$ cat src/rtl/fifo_ctrl_dp_pkg.sv
// fifo_ctrl_dp_pkg: occupancy state encodings and RAM port mode constants
package fifo_ctrl_dp_pkg;
  typedef enum logic [1:0] {ST_EMPTY, ST_NORMAL, ST_FULL} state_e;
  localparam logic RW_WRITE = 1'b0;
  localparam logic RW_READ = 1'b1;
endpackage

$ cat src/rtl/fifo_ctrl_dp_if.sv
// fifo_ctrl_dp_if: producer/consumer side of the FIFO controller
interface fifo_ctrl_dp_if #(parameter int AW = 3, parameter int DW = 4);
  logic push;
  logic [DW-1:0] push_data;
  logic pop;
  logic [DW-1:0] pop_data;
  logic pop_valid;
  logic full;
  logic empty;
  logic almost_full;
  logic almost_empty;
  logic [AW:0] count;
  logic overflow;
  logic underflow;
  modport master(output push, push_data, pop,
                 input pop_data, pop_valid, full, empty, almost_full, almost_empty, count, overflow, underflow);
  modport slave(input push, push_data, pop,
                output pop_data, pop_valid, full, empty, almost_full, almost_empty, count, overflow, underflow);
endinterface

$ cat src/rtl/fifo_ctrl_dp_ptr.sv
// fifo_ctrl_dp_ptr: AW-bit wrapping pointer with increment enable
module fifo_ctrl_dp_ptr #(parameter int AW = 3) (
  input  logic          clk,
  input  logic          rst,
  input  logic          inc_i,
  output logic [AW-1:0] ptr_o
);
  logic [AW-1:0] ptr_q;
  always_ff @(posedge clk or posedge rst)
    if (rst) ptr_q <= '0;
    else ptr_q <= ptr_q + AW'(inc_i);
  assign ptr_o = ptr_q;
endmodule

$ cat src/rtl/fifo_ctrl_dp.sv
// fifo_ctrl_dp: sequences a dual-port RAM as a synchronous FIFO (A = write, B = read)
module fifo_ctrl_dp
  import fifo_ctrl_dp_pkg::*;
#(
  parameter int AW = 3,
  parameter int DW = 4,
  parameter int ALMOST_FULL = 6,
  parameter int ALMOST_EMPTY = 2
) (
  input  logic          clk,
  input  logic          rst,
  fifo_ctrl_dp_if.slave bus,
  output logic [AW-1:0] mem_addr_a_o,
  output logic          mem_rw_a_o,
  output logic [DW-1:0] mem_din_a_o,
  output logic [AW-1:0] mem_addr_b_o,
  output logic          mem_rw_b_o,
  input  logic [DW-1:0] mem_dout_b_i
);
  localparam int DEPTH = 2 ** AW;
  state_e state_q;
  logic [AW:0] count_q, count_d;
  logic pop_valid_q, overflow_q, underflow_q;
  logic full, empty, wr_en, rd_en;
  logic [AW-1:0] wr_ptr, rd_ptr;
  assign full = state_q == ST_FULL;
  assign empty = state_q == ST_EMPTY;
  // a push into a full FIFO is still taken when a pop frees the slot this cycle
  assign wr_en = bus.push & (~full | bus.pop);
  assign rd_en = bus.pop & ~empty;
  assign count_d = count_q + (AW+1)'(wr_en) - (AW+1)'(rd_en);
  always_ff @(posedge clk or posedge rst)
    if (rst) begin
      state_q <= ST_EMPTY;
      count_q <= '0;
      pop_valid_q <= 1'b0;
      overflow_q <= 1'b0;
      underflow_q <= 1'b0;
    end else begin
      count_q <= count_d;
      pop_valid_q <= rd_en;
      overflow_q <= bus.push & full & ~bus.pop;
      underflow_q <= bus.pop & empty;
      state_q <= (wr_en & ~rd_en) ? ((count_q == (AW+1)'(DEPTH-1)) ? ST_FULL : ST_NORMAL) :
                 (rd_en & ~wr_en) ? ((count_q == (AW+1)'(1)) ? ST_EMPTY : ST_NORMAL) : state_q;
    end
  fifo_ctrl_dp_ptr #(.AW(AW)) u_wr_ptr (.clk(clk), .rst(rst), .inc_i(wr_en), .ptr_o(wr_ptr));
  fifo_ctrl_dp_ptr #(.AW(AW)) u_rd_ptr (.clk(clk), .rst(rst), .inc_i(rd_en), .ptr_o(rd_ptr));
  assign mem_addr_a_o = wr_ptr;
  assign mem_rw_a_o = wr_en ? RW_WRITE : RW_READ;
  assign mem_din_a_o = bus.push_data;
  assign mem_addr_b_o = rd_ptr;
  assign mem_rw_b_o = RW_READ;
  assign bus.pop_data = mem_dout_b_i;
  assign bus.pop_valid = pop_valid_q;
  assign bus.full = full;
  assign bus.empty = empty;
  assign bus.almost_full = count_q >= (AW+1)'(ALMOST_FULL);
  assign bus.almost_empty = count_q <= (AW+1)'(ALMOST_EMPTY);
  assign bus.count = count_q;
  assign bus.overflow = overflow_q;
  assign bus.underflow = underflow_q;
endmodule

$ cat src/flat_wrapper.sv
// flat-port wrapper written by rule: the top's interface ports become plain ports
module fifo_ctrl_dp_flat import fifo_ctrl_dp_pkg::*;
#(
  parameter int AW = 3,
  parameter int DW = 4,
  parameter int ALMOST_FULL = 6,
  parameter int ALMOST_EMPTY = 2
)
  (clk, rst, mem_addr_a_o, mem_rw_a_o, mem_din_a_o, mem_addr_b_o, mem_rw_b_o, mem_dout_b_i, bus_push, bus_push_data, bus_pop, bus_pop_data, bus_pop_valid, bus_full, bus_empty, bus_almost_full, bus_almost_empty, bus_count, bus_overflow, bus_underflow);
  fifo_ctrl_dp_if #(.AW(AW), .DW(DW)) bus_i ();
  input  logic clk;
  input  logic rst;
  output logic [AW-1:0] mem_addr_a_o;
  output logic mem_rw_a_o;
  output logic [DW-1:0] mem_din_a_o;
  output logic [AW-1:0] mem_addr_b_o;
  output logic mem_rw_b_o;
  input  logic [DW-1:0] mem_dout_b_i;
  input wire logic [$bits(bus_i.push)-1:0] bus_push;
  input wire logic [$bits(bus_i.push_data)-1:0] bus_push_data;
  input wire logic [$bits(bus_i.pop)-1:0] bus_pop;
  output wire logic [$bits(bus_i.pop_data)-1:0] bus_pop_data;
  output wire logic [$bits(bus_i.pop_valid)-1:0] bus_pop_valid;
  output wire logic [$bits(bus_i.full)-1:0] bus_full;
  output wire logic [$bits(bus_i.empty)-1:0] bus_empty;
  output wire logic [$bits(bus_i.almost_full)-1:0] bus_almost_full;
  output wire logic [$bits(bus_i.almost_empty)-1:0] bus_almost_empty;
  output wire logic [$bits(bus_i.count)-1:0] bus_count;
  output wire logic [$bits(bus_i.overflow)-1:0] bus_overflow;
  output wire logic [$bits(bus_i.underflow)-1:0] bus_underflow;
  assign bus_i.push = bus_push;
  assign bus_i.push_data = bus_push_data;
  assign bus_i.pop = bus_pop;
  assign bus_pop_data = bus_i.pop_data;
  assign bus_pop_valid = bus_i.pop_valid;
  assign bus_full = bus_i.full;
  assign bus_empty = bus_i.empty;
  assign bus_almost_full = bus_i.almost_full;
  assign bus_almost_empty = bus_i.almost_empty;
  assign bus_count = bus_i.count;
  assign bus_overflow = bus_i.overflow;
  assign bus_underflow = bus_i.underflow;
  fifo_ctrl_dp #(.AW(AW), .DW(DW), .ALMOST_FULL(ALMOST_FULL), .ALMOST_EMPTY(ALMOST_EMPTY)) u_core (.clk(clk), .rst(rst), .bus(bus_i), .mem_addr_a_o(mem_addr_a_o), .mem_rw_a_o(mem_rw_a_o), .mem_din_a_o(mem_din_a_o), .mem_addr_b_o(mem_addr_b_o), .mem_rw_b_o(mem_rw_b_o), .mem_dout_b_i(mem_dout_b_i));
endmodule
$ cat config.mk
export PLATFORM = sky130hd
export DESIGN_NAME = fifo_ctrl_dp_flat
export DESIGN_NICKNAME = d
export VERILOG_FILES = /design/src/rtl/fifo_ctrl_dp_pkg.sv /design/src/rtl/fifo_ctrl_dp_if.sv /design/src/rtl/fifo_ctrl_dp_ptr.sv /design/src/rtl/fifo_ctrl_dp.sv /design/src/flat_wrapper.sv
export SDC_FILE = /design/constraint.sdc
export NUM_CORES = 1
export LEC_CHECK = 0
export BUFFER_PORTS_ARGS = -buffer_cell sky130_fd_sc_hd__buf_2
export CORE_ASPECT_RATIO = 1.25
export CORE_MARGIN = 2
export CORE_UTILIZATION = 44
export DETAILED_ROUTE_END_ITERATION = 8
export PLACE_DENSITY_LB_ADDON = 0.08
export SLEW_MARGIN = 20
export SYNTH_ARGS = -nofsm -noshare
export SYNTH_HDL_FRONTEND = slang
export SYNTH_HIERARCHICAL = 1
export SYNTH_SLANG_ARGS = --single-unit
export TNS_END_PERCENT = 5
$ cat constraint.sdc
create_clock -name clk -period 2.6 [get_ports clk]
set_input_delay 0.52 -clock clk [delete_from_list [all_inputs] [get_ports clk]]
set_output_delay 0.52 -clock clk [all_outputs]
set_load 0.005 [all_outputs]
==> results of run 1 <==
-- placed cells by master, fill, tap and decap left out, drive strengths merged, types with 2 or more instances in the layout --
master / Yosys / final
inv: 12 / 12
nor3b: 2 / 2
clkbuf: 0 / 3
dfrtp: 15 / 15
buf: 9 / 21
xor2: 4 / 4
a21oi: 2 / 2
nand2: 2 / 2
o21ai: 4 / 4
ha: 12 / 12
-- through the flow --
| stage | instance area (sq um) | hold slack, ns | power [mW] |
|---|---|---|---|
| final | 898 | 0.109 | 0.937 |
| after detailed placement | 871 | 0.413 | 0.824 |
| after global routing | 898 | 0.108 | 1.05 |
| after floorplan | 810 | 0.274 | 0.666 |
| after global placement | 871 | 0.410 | 0.823 |
| after CTS | 898 | 0.103 | 0.960 |
-- layout make-up --
| cell class | count | area [sq um] | share of cell area |
|---|---|---|---|
| clock buffers | 3 | 22.5 | 0.0251 |
| clock inverters | 1 | 5.00 | 0.00557 |
| flip-flops and latches | 15 | 375 | 0.418 |
| inverters | 12 | 45.0 | 0.0501 |
| multi-input cells | 36 | 322 | 0.358 |
| well taps | 19 | 23.8 | 0.0265 |
| repair buffers | 21 | 105 | 0.117 |
-- cell families after synthesis --
logic type / share of synthesized area
AOI/OAI and AO/OA: 0.0649
xor gates and xnor gates: 0.0433
adders and majority gates: 0.210
buffers and inverters: 0.139
DFF: 0.464
muxes: 0.0185
other: 0.00463
and+or+nand+nor: 0.0556
-- layer usage --
layer / global-route usage / vias up
li1: - / 249
met1: 0.154 / 236
met2: 0.208 / 19
met3: 0.0417 / 2
met4: 0.0938 / 0
met5: 0 / -
-- cells in the mapped netlist, types with 2 or more instances --
library cell   n  area, sq um
buf_4          9         67.6
ha_1          12          150
nor3b_1        2         15.0
inv_1         12         45.0
dfrtp_1       15          375
a21oi_1        2         10.0
o21ai_0        3         15.0
xor2_1         4         35.0
nand2_1        2         7.51
-- worst paths after layout --
| kind | from | end | slack [ns] |
|---|---|---|---|
| max reg2reg | u_core/state_q[0] | u_core/bus.count[2] | 0.56 |
| min reg2reg | u_core/u_wr_ptr/ptr_o[2] | u_core/u_wr_ptr/ptr_o[2] | 0.46 |
| max | u_core/state_q[0] | u_core/bus.count[2] | 0.56 |
| max in group asynchronous | rst | u_core/bus.count[2] | 2.13 |
| min | rst | u_core/u_rd_ptr/ptr_o[1] | 0.11 |
| min in group clk | bus_pop | u_core/bus.overflow | 0.43 |
-- state kept, by name (all words and copies together), names as in the netlist --
signal	cells
u_core/bus.count	4
u_core/u_rd_ptr/ptr_o	3
u_core/u_wr_ptr/ptr_o	3
u_core/state_q	2
u_core/bus.overflow	1
u_core/bus.pop_valid	1
u_core/bus.underflow	1
-- report_power, final --
part	total, mW	switching [mW]	internal, mW
Combinational	0.401	0.191	0.210
Clock	0.129	0.0722	0.0570
Sequential	0.406	0.0735	0.333
-- worst reg2reg max path, stage by stage (launching register included) --
cell and delay [ns]:
dfrtp_1 0.41, nand2b_1 0.18, o21a_1 0.21, ha_1 0.31, inv_1 0.07, ha_1 0.21, fa_1 0.38, xor2_1 0.15
==> impl_metrics.csv, run 1 <==
group,metric,value,unit
logic_synthesis,synth_seq_area_share,0.464,
worst_setup_path,crit_buf_inv,1,
global_routing,grt-ovfl-total,0,
worst_setup_path,critical_path.cell_chain,"nand2b_1 -> o21a_1 -> ha_1 -> inv_1 -> ha_1 -> fa_1 -> xor2_1",
floorplan,start_util,0.464,
worst_setup_path,path_max_fanout,4,
timing,clock_skew,0.00154,ns
logic_synthesis,synth_fp_nets,97,
worst_setup_path,crit_path_end_kind,"flop",
place,portBuffers,21,
floorplan,fp-row-count,17,
worst_setup_path,worstRegToRegCells,7,
logic_synthesis,postSynthCellCount,72,
worst_setup_path,slowest_delay,0.41,ns
worst_setup_path,critical_path_arrival,2.21,ns
place,place_inst,103,
place,dpl.hpwl,1.02,mm
logic_synthesis,synth_warnings,6,
route,wl_met3,86,um
worst_setup_path,critPathRequiredTime,2.77,ns
timing,period_minus_slack,2.04,ns
power,p_leak,0.519,nW
clocking,cts_buffers,3,
global_routing,grt_max_degree,10,
logic_synthesis,yosys_most_used_dff,"dfrtp_1",
route,route.detailed.drc,0,
clocking,htreeDepth,1,
final_layout,final_core_util,0.515,
route,vias_per_cell,4.73,
final_layout,nets,114,
logic_synthesis,synth.cell_area,810,sq um
clocking,post_cts_resized,0,
clocking,path_clk_slew,0.09,ns
logic_synthesis,synth-seq-cells,15,
worst_setup_path,cp.depth,7,
clocking,cts_tree,"done",
worst_setup_path,path_class,"reg -> reg",
place,dp_slack,0.497,ns
route,wl_met2,613,um
floorplan,dieArea,2200,sq um
logic_synthesis,syn_area_per_cell,11.2,sq um
final_layout,n_antenna_cell,0,
worst_setup_path,cp_slowest_cell,"dfrtp_1",
global_routing,antenna_found_initial,0,
floorplan,die_y,52.0,um
clocking,numClockSinks,15,
worst_setup_path,critPathMostFrequentCell,"ha_1",
timing,maxSlewViolCount,0,
place,gp_congestion,0.731,
final_layout,finalNonFillerCells,107,
timing,worst_slack,0.560,ns
timing,timing.fmax,490,MHz
run,drv_cap,0,
clocking,postCtsHoldBufs,0,
timing,hold_viol_final,0,
route,met1Wirelength,493,um
final_layout,syn2layout_area_growth,11.0,%
worst_setup_path,start_kind,"flop",
global_routing,grt_pass1_vias,514,
floorplan,core_region_area,1740,sq um
timing,fin_tns_setup,0,ns
hold_path,min_path_type,"in -> async",
timing,fin_crit_sh,0.785,
final_layout,drive_above_1_share,0.295,
clocking,clk_latency,0.27,ns
route,postRouteWirelength,1.21,mm
clocking,root_buffer,"clkbuf_4",
route,post_drt_wl_per_cell,11.3,um
timing,setup_viol_count_final,0,
floorplan,ios,39,
global_routing,grtUsageTotal,0.133,
clocking,cts_setup_buffers,0,
floorplan,die_w,42.4,um
power,peakVddDrop,521,uV
run_status,status,"completed",
route,vias,506,
final_layout,nFillCells,170,
clocking,clockBufferDepth,2,
logic_synthesis,synth_edf_count,0,
route,antenna_left,0,
timing,grt_setup_unrepaired,"no",
power,p_per_area,1040,nW/um^2
logic_synthesis,ys_types,20,
global_routing,grt_first_pass_wirelength,2.15,mm
logic_synthesis,synth-async-reset-ratio,1.00,
route,highest_layer,"met4",
worst_setup_path,critPathTopFamily,"adder cells",
route,drtIter0Drc,1,
route,first_pass_iters,3,
Power figures use the tool's default switching activity.
==> run 2: changes to the inputs <==
Settings changed: ABC_AREA set to 1, CORE_UTILIZATION 44 to 45.
Clock period 2.6 ns to 1.9 ns, I/O delays scaled along.
==> impl_metrics.csv, run 2 <==
group,metric,value,unit
final_layout,n_antenna_cell,0,
route,route.detailed.drc,0,
timing,fin_crit_sh,0.954,
final_layout,largest_reg_flops,4,
timing,clock_skew,0.00191,ns
final_layout,final_cell_mix,"21 x buf_2, 21 x inv_1, 17 x nand2_1, 15 x dfrtp_1, 10 x ha_1",
worst_setup_path,slowest_delay,0.44,ns
worst_setup_path,critical_path_arrival,1.98,ns
route,first_pass_iters,4,
worst_setup_path,critPathRequiredTime,2.07,ns
timing,hold_viol_final,0,
clocking,cts_buffers,3,
logic_synthesis,syn_area_per_cell,8.94,sq um
global_routing,antenna_found_initial,0,
final_layout,finalNonFillerCells,137,
worst_setup_path,cp_slowest_cell,"dfrtp_1",
floorplan,die_w,43.1,um
floorplan,ios,39,
logic_synthesis,synthAdderAreaFrac,0.198,
place,gp_congestion,0.716,
floorplan,start_util,0.480,
logic_synthesis,synth_warnings,6,
place,dpl.hpwl,1.22,mm
worst_setup_path,path_class,"reg -> reg",
route,antenna_left,0,
clocking,numClockSinks,15,
timing,grt_setup_unrepaired,"no",
logic_synthesis,synth.area.mux_share,0,
power,p_per_area,1460,nW/um^2
logic_synthesis,synthSimpleGateAreaFrac,0.149,
hold_path,min_path_type,"in -> reg",
timing,worst_slack,0.0879,ns
route,vias,641,
logic_synthesis,synth_compound_area_frac,0.0175,
worst_setup_path,worstRegToRegCells,9,
timing,setup_viol_count_final,0,
route,postRouteWirelength,1.52,mm
clocking,path_clk_slew,0.09,ns
floorplan,dieArea,2270,sq um
run,drv_cap,0,
logic_synthesis,synth-async-reset-ratio,1.00,
place,place_inst,131,
logic_synthesis,synth_top_family_by_area,"adder cells",
logic_synthesis,synth_fp_nets,121,
route,drtIter0Drc,5,
global_routing,grt-ovfl-total,0,
clocking,htreeDepth,1,
timing,timing.fmax,552,MHz
hold_path,hold_depth,3,
logic_synthesis,yosysMostFrequentCell,"inv_1",
worst_setup_path,start_kind,"flop",
timing,holdWs,0.329,ns
floorplan,core_region_area,1790,sq um
logic_synthesis,ys_types,18,
global_routing,grtUsageTotal,0.154,
global_routing,grt_pass1_vias,643,
power,p_leak,0.603,nW
clocking,root_buffer,"clkbuf_4",
logic_synthesis,synth_seq_area_share,0.437,
logic_synthesis,synth_area_leader_cell,"dfrtp_1",
route,vias_per_cell,4.68,
timing,period_minus_slack,1.81,ns
power,peakVddDrop,902,uV
logic_synthesis,synth_xor_xnor_area_share,0.0102,
worst_setup_path,critical_path.cell_chain,"nor2_4 -> nand2_2 -> nand2_2 -> inv_2 -> ha_4 -> inv_2 -> ha_4 -> fa_2 -> xor2_1",
worst_setup_path,crit_path_end_kind,"flop",
place,dp_slack,-0.0384,ns
floorplan,die_y,52.8,um
logic_synthesis,synth-seq-cells,15,
clocking,clk_latency,0.27,ns
final_layout,drive_above_1_share,0.339,
clocking,clockBufferDepth,2,
final_layout,fin_area,1030,sq um
final_layout,syn2layout_area_growth,20.0,%
place,portBuffers,21,
logic_synthesis,yosys_most_used_dff,"dfrtp_1",
logic_synthesis,yosys-top-cells-count,"22 x inv_1, 17 x nand2_1, 15 x dfrtp_1",
timing,maxSlewViolCount,0,
worst_setup_path,path_max_fanout,4,
floorplan,fp-row-count,17,
final_layout,final_core_util,0.576,
logic_synthesis,synth.cell_area,858,sq um
run_status,status,"completed",
global_routing,grt_max_degree,10,
route,post_drt_wl_per_cell,11.1,um
final_layout,nets,144,
logic_synthesis,postSynthCellCount,96,
logic_synthesis,synthTopCellsByArea,"dfrtp_1 44%, ha_1 17%, inv_1 9.6%",
global_routing,grt_first_pass_wirelength,2.57,mm
clocking,cts_tree,"done",
logic_synthesis,synth_top_area_frac,0.437,
place,dpl_cell_area,970,sq um
logic_synthesis,synth_edf_count,0,
run 2: cell count changes after synthesis, sizes merged, moves of 2 or more:
cell,delta
inv,+12
nor2,+5
xor2,-3
nor3b,-2
nand3,+3
nand2,+17
o21ai,-2
run 2: repair_timing:
action	4_1_cts	5_1_grt
resized for setup	0	4
endpoints found under the setup margin	0	1
endpoints found under the hold margin	6	0
hold buffers	1	0
setup buffers	0	1
run 2: worst paths after layout:
check	from	end	slack, ns
max in group asynchronous	rst	u_core/bus.overflow	0.99
min	bus_push	u_core/bus.overflow	0.33
max reg2reg	u_core/state_q[0]	u_core/bus.count[2]	0.09
min reg2reg	u_core/u_wr_ptr/ptr_o[2]	u_core/u_wr_ptr/ptr_o[2]	0.50
max	u_core/state_q[0]	u_core/bus.count[2]	0.09
min in group asynchronous	rst	u_core/u_rd_ptr/ptr_o[2]	0.53
run 2: power breakdown:
group	switching, mW	total, mW	leakage (nW)	internal, mW
combinational	0.383	0.744	0.403	0.361
sequential	0.119	0.582	0.183	0.462
clock	0.0990	0.177	0.0177	0.0778
total	0.602	1.50	0.603	0.901
run 2: cell type report:
cell class / count / area [sq um]
fill: 183 / 757
inverter: 24 / 90.1
clock inverter: 1 / 5.00
multi-input combinational: 48 / 360
timing repair buffer: 27 / 153
tap: 19 / 23.8
sequential: 15 / 375
clock buffer: 3 / 22.5
run 2: cell families after synthesis:
family / count (synthesis)
buf+inv: 33
simple gates: 30
flops: 15
fa+ha+maj: 13
compound gates: 3
xor+xnor: 1
other cells: 1
run 2: critical path: cells and delay by family, from the launching register on:
kind | cells | cell delay (ns)
flops | 1 | 0.44
simple gates | 3 | 0.26
xor+xnor | 1 | 0.14
buf+inv | 2 | 0.09
fa+ha+maj | 3 | 0.76
run 2: metrics by stage:
stage                     setup TNS [ns]  power, mW
after global placement                 0       1.28
after CTS                              0       1.50
after floorplan                        0       1.03
final                                  0       1.50
after detailed placement         -0.0384       1.32
after global routing                   0       1.71
run 2: per-layer routing:
metal  vias up  part of all wire  global-route usage
met5         -                 0                   0
met4         0             0.023              0.0758
met3         8             0.063              0.0310
met2        19              0.53               0.298
met1       297              0.38               0.153
li1        317                 -                   -
==> run 3: changes to the inputs <==
Settings changed: CELL_PAD_IN_SITES_DETAIL_PLACEMENT set to 0, CELL_PAD_IN_SITES_GLOBAL_PLACEMENT set to 1, CORE_MARGIN 2 to not set, CORE_UTILIZATION 45 to 32.
==> impl_metrics.csv, run 3 (synthesis gave the netlist of run 2 again) <==
group,metric,value,unit
run_status,status,"completed",
clocking,clockBufferDepth,2,
power,p_leak,0.605,nW
hold_path,min_path_type,"in -> reg",
worst_setup_path,r2r-end,"u_core/bus.count[2]",
worst_setup_path,path_class,"reg -> reg",
route,first_pass_iters,4,
timing,grt_setup_unrepaired,"no",
final_layout,largest_reg_flops,4,
place,dp_slack,-0.0307,ns
final_layout,syn2layout_area_growth,22.9,%
place,gp_congestion,0.715,
worst_setup_path,endpoint,"u_core/bus.count[2]",
timing,hold_viol_final,0,
floorplan,die_w,48.3,um
timing,fin_crit_sh,0.958,
clocking,clk_latency,0.28,ns
power,seqPwrFrac,0.388,
worst_setup_path,critical_path_arrival,1.99,ns
timing,period_minus_slack,1.82,ns
global_routing,grt_max_degree,10,
global_routing,grt_first_pass_wirelength,2.62,mm
power,clock_power_share,0.121,
global_routing,grtUsageTotal,0.121,
worst_setup_path,critPathRequiredTime,2.07,ns
floorplan,dieArea,2890,sq um
global_routing,antenna_found_initial,0,
worst_setup_path,worstRegToRegCells,9,
floorplan,start_util,0.346,
clocking,path_clk_slew,0.09,ns
final_layout,fin_area,1050,sq um
worst_setup_path,crit_path_end_kind,"flop",
floorplan,ios,39,
timing,worst_slack,0.0792,ns
power,swShare,0.399,
floorplan,fp-row-count,20,
power,peakVddDrop,631,uV
worst_setup_path,path_max_fanout,4,
power,power,1.52,mW
route,antenna_left,0,
route,route.detailed.drc,0,
floorplan,core_region_area,2480,sq um
final_layout,drive_above_1_share,0.345,
clocking,htreeDepth,1,
timing,maxSlewViolCount,0,
timing,setup_viol_count_final,0,
place,dpl_cell_area,987,sq um
route,post_drt_wl_per_cell,10.1,um
worst_setup_path,reg2reg_slack,0.08,ns
timing,timing.fmax,549,MHz
place,portBuffers,21,
power,p_int,0.915,mW
power,combPwrFrac,0.490,
clocking,root_buffer,"clkbuf_4",
worst_setup_path,crit_path_start,"u_core/state_q[0]",
final_layout,nets,145,
run,drv_cap,0,
route,postRouteWirelength,1.54,mm
floorplan,die_y,59.9,um
global_routing,grt_pass1_vias,594,
final_layout,n_antenna_cell,0,
power,p_sw,0.609,mW
global_routing,grt-ovfl-total,0,
final_layout,final_cell_mix,"21 x buf_2, 21 x inv_1, 17 x nand2_1, 14 x dfrtp_1, 10 x ha_1",
place,dpl.hpwl,1.20,mm
worst_setup_path,rr_startpoint,"u_core/state_q[0]",
worst_setup_path,start_kind,"flop",
route,vias_per_cell,4.23,
clocking,cts_tree,"done",
route,vias,643,
clocking,cts_buffers,3,
route,drtIter0Drc,10,
clocking,numClockSinks,15,
timing,clock_skew,0.00404,ns
power,p_per_area,1450,nW/um^2
==> run 3: layer usage <==
layer | global-route usage | part of all wire
met5 | 0 | 0
met4 | 0.0672 | 0.013
met3 | 0.0254 | 0.057
met2 | 0.211 | 0.48
met1 | 0.140 | 0.44
==> run 3: stage by stage <==
step                hold WS, ns  TNS [ns]  instances   util
floorplan                 0.134         0         96      -
global placement          0.270         0        145  0.398
detailed placement        0.271   -0.0307        145  0.398
CTS                       0.307         0        150  0.414
global route              0.310         0        152  0.426
finish                    0.316         0        152  0.426
==> run 3: what timing repair did <==
action / 4_1_cts / 5_1_grt
resized for setup: 1 / 4
setup buffers: 0 / 2
hold buffers: 1 / 0
endpoints found under the setup margin: 1 / 2
pin swaps: 0 / 3
endpoints found under the hold margin: 6 / 0
==> run 3: worst min-delay path by stage <==
stage / startpoint / slack [ns] / end / depth (start not counted)
finish: bus_push / 0.32 / u_core/bus.overflow / 3
detailed placement: rst / 0.27 / u_core/u_wr_ptr/ptr_o[1] / 2
floorplan: rst / 0.13 / u_core/u_rd_ptr/ptr_o[0] / 1
global route: bus_push / 0.31 / u_core/bus.overflow / 3
global placement: rst / 0.27 / u_core/u_rd_ptr/ptr_o[2] / 2
CTS: bus_push / 0.31 / u_core/bus.overflow / 3
==> run 3: area by class of cell <==
type,instances,area (sq um)
Inverter,24,90.1
Clock buffer,4,26.3
Multi-Input combinational cell,48,360
Timing Repair Buffer,28,160
Tap cell,33,41.3
Fill cell,260,1420
Sequential cell,15,377
==> run 3: power groups by stage <==
stage / registers, mW / clock network, mW / logic, mW
after floorplan: 0.585 / 0 / 0.446
after global placement: 0.586 / 0 / 0.710
after detailed placement: 0.590 / 0 / 0.723
after CTS: 0.587 / 0.195 / 0.730
after global routing: 0.617 / 0.212 / 0.881
final: 0.592 / 0.185 / 0.747
==> run 3: worst max-delay path, stage by stage, from the launching register on <==
cell and delay, ns:
dfrtp_2 0.45, nor2_4 0.12, nand2_2 0.06, nand2_2 0.08
inv_2 0.05, ha_4 0.26, inv_2 0.04, ha_4 0.15
fa_2 0.35, xor2_1 0.14
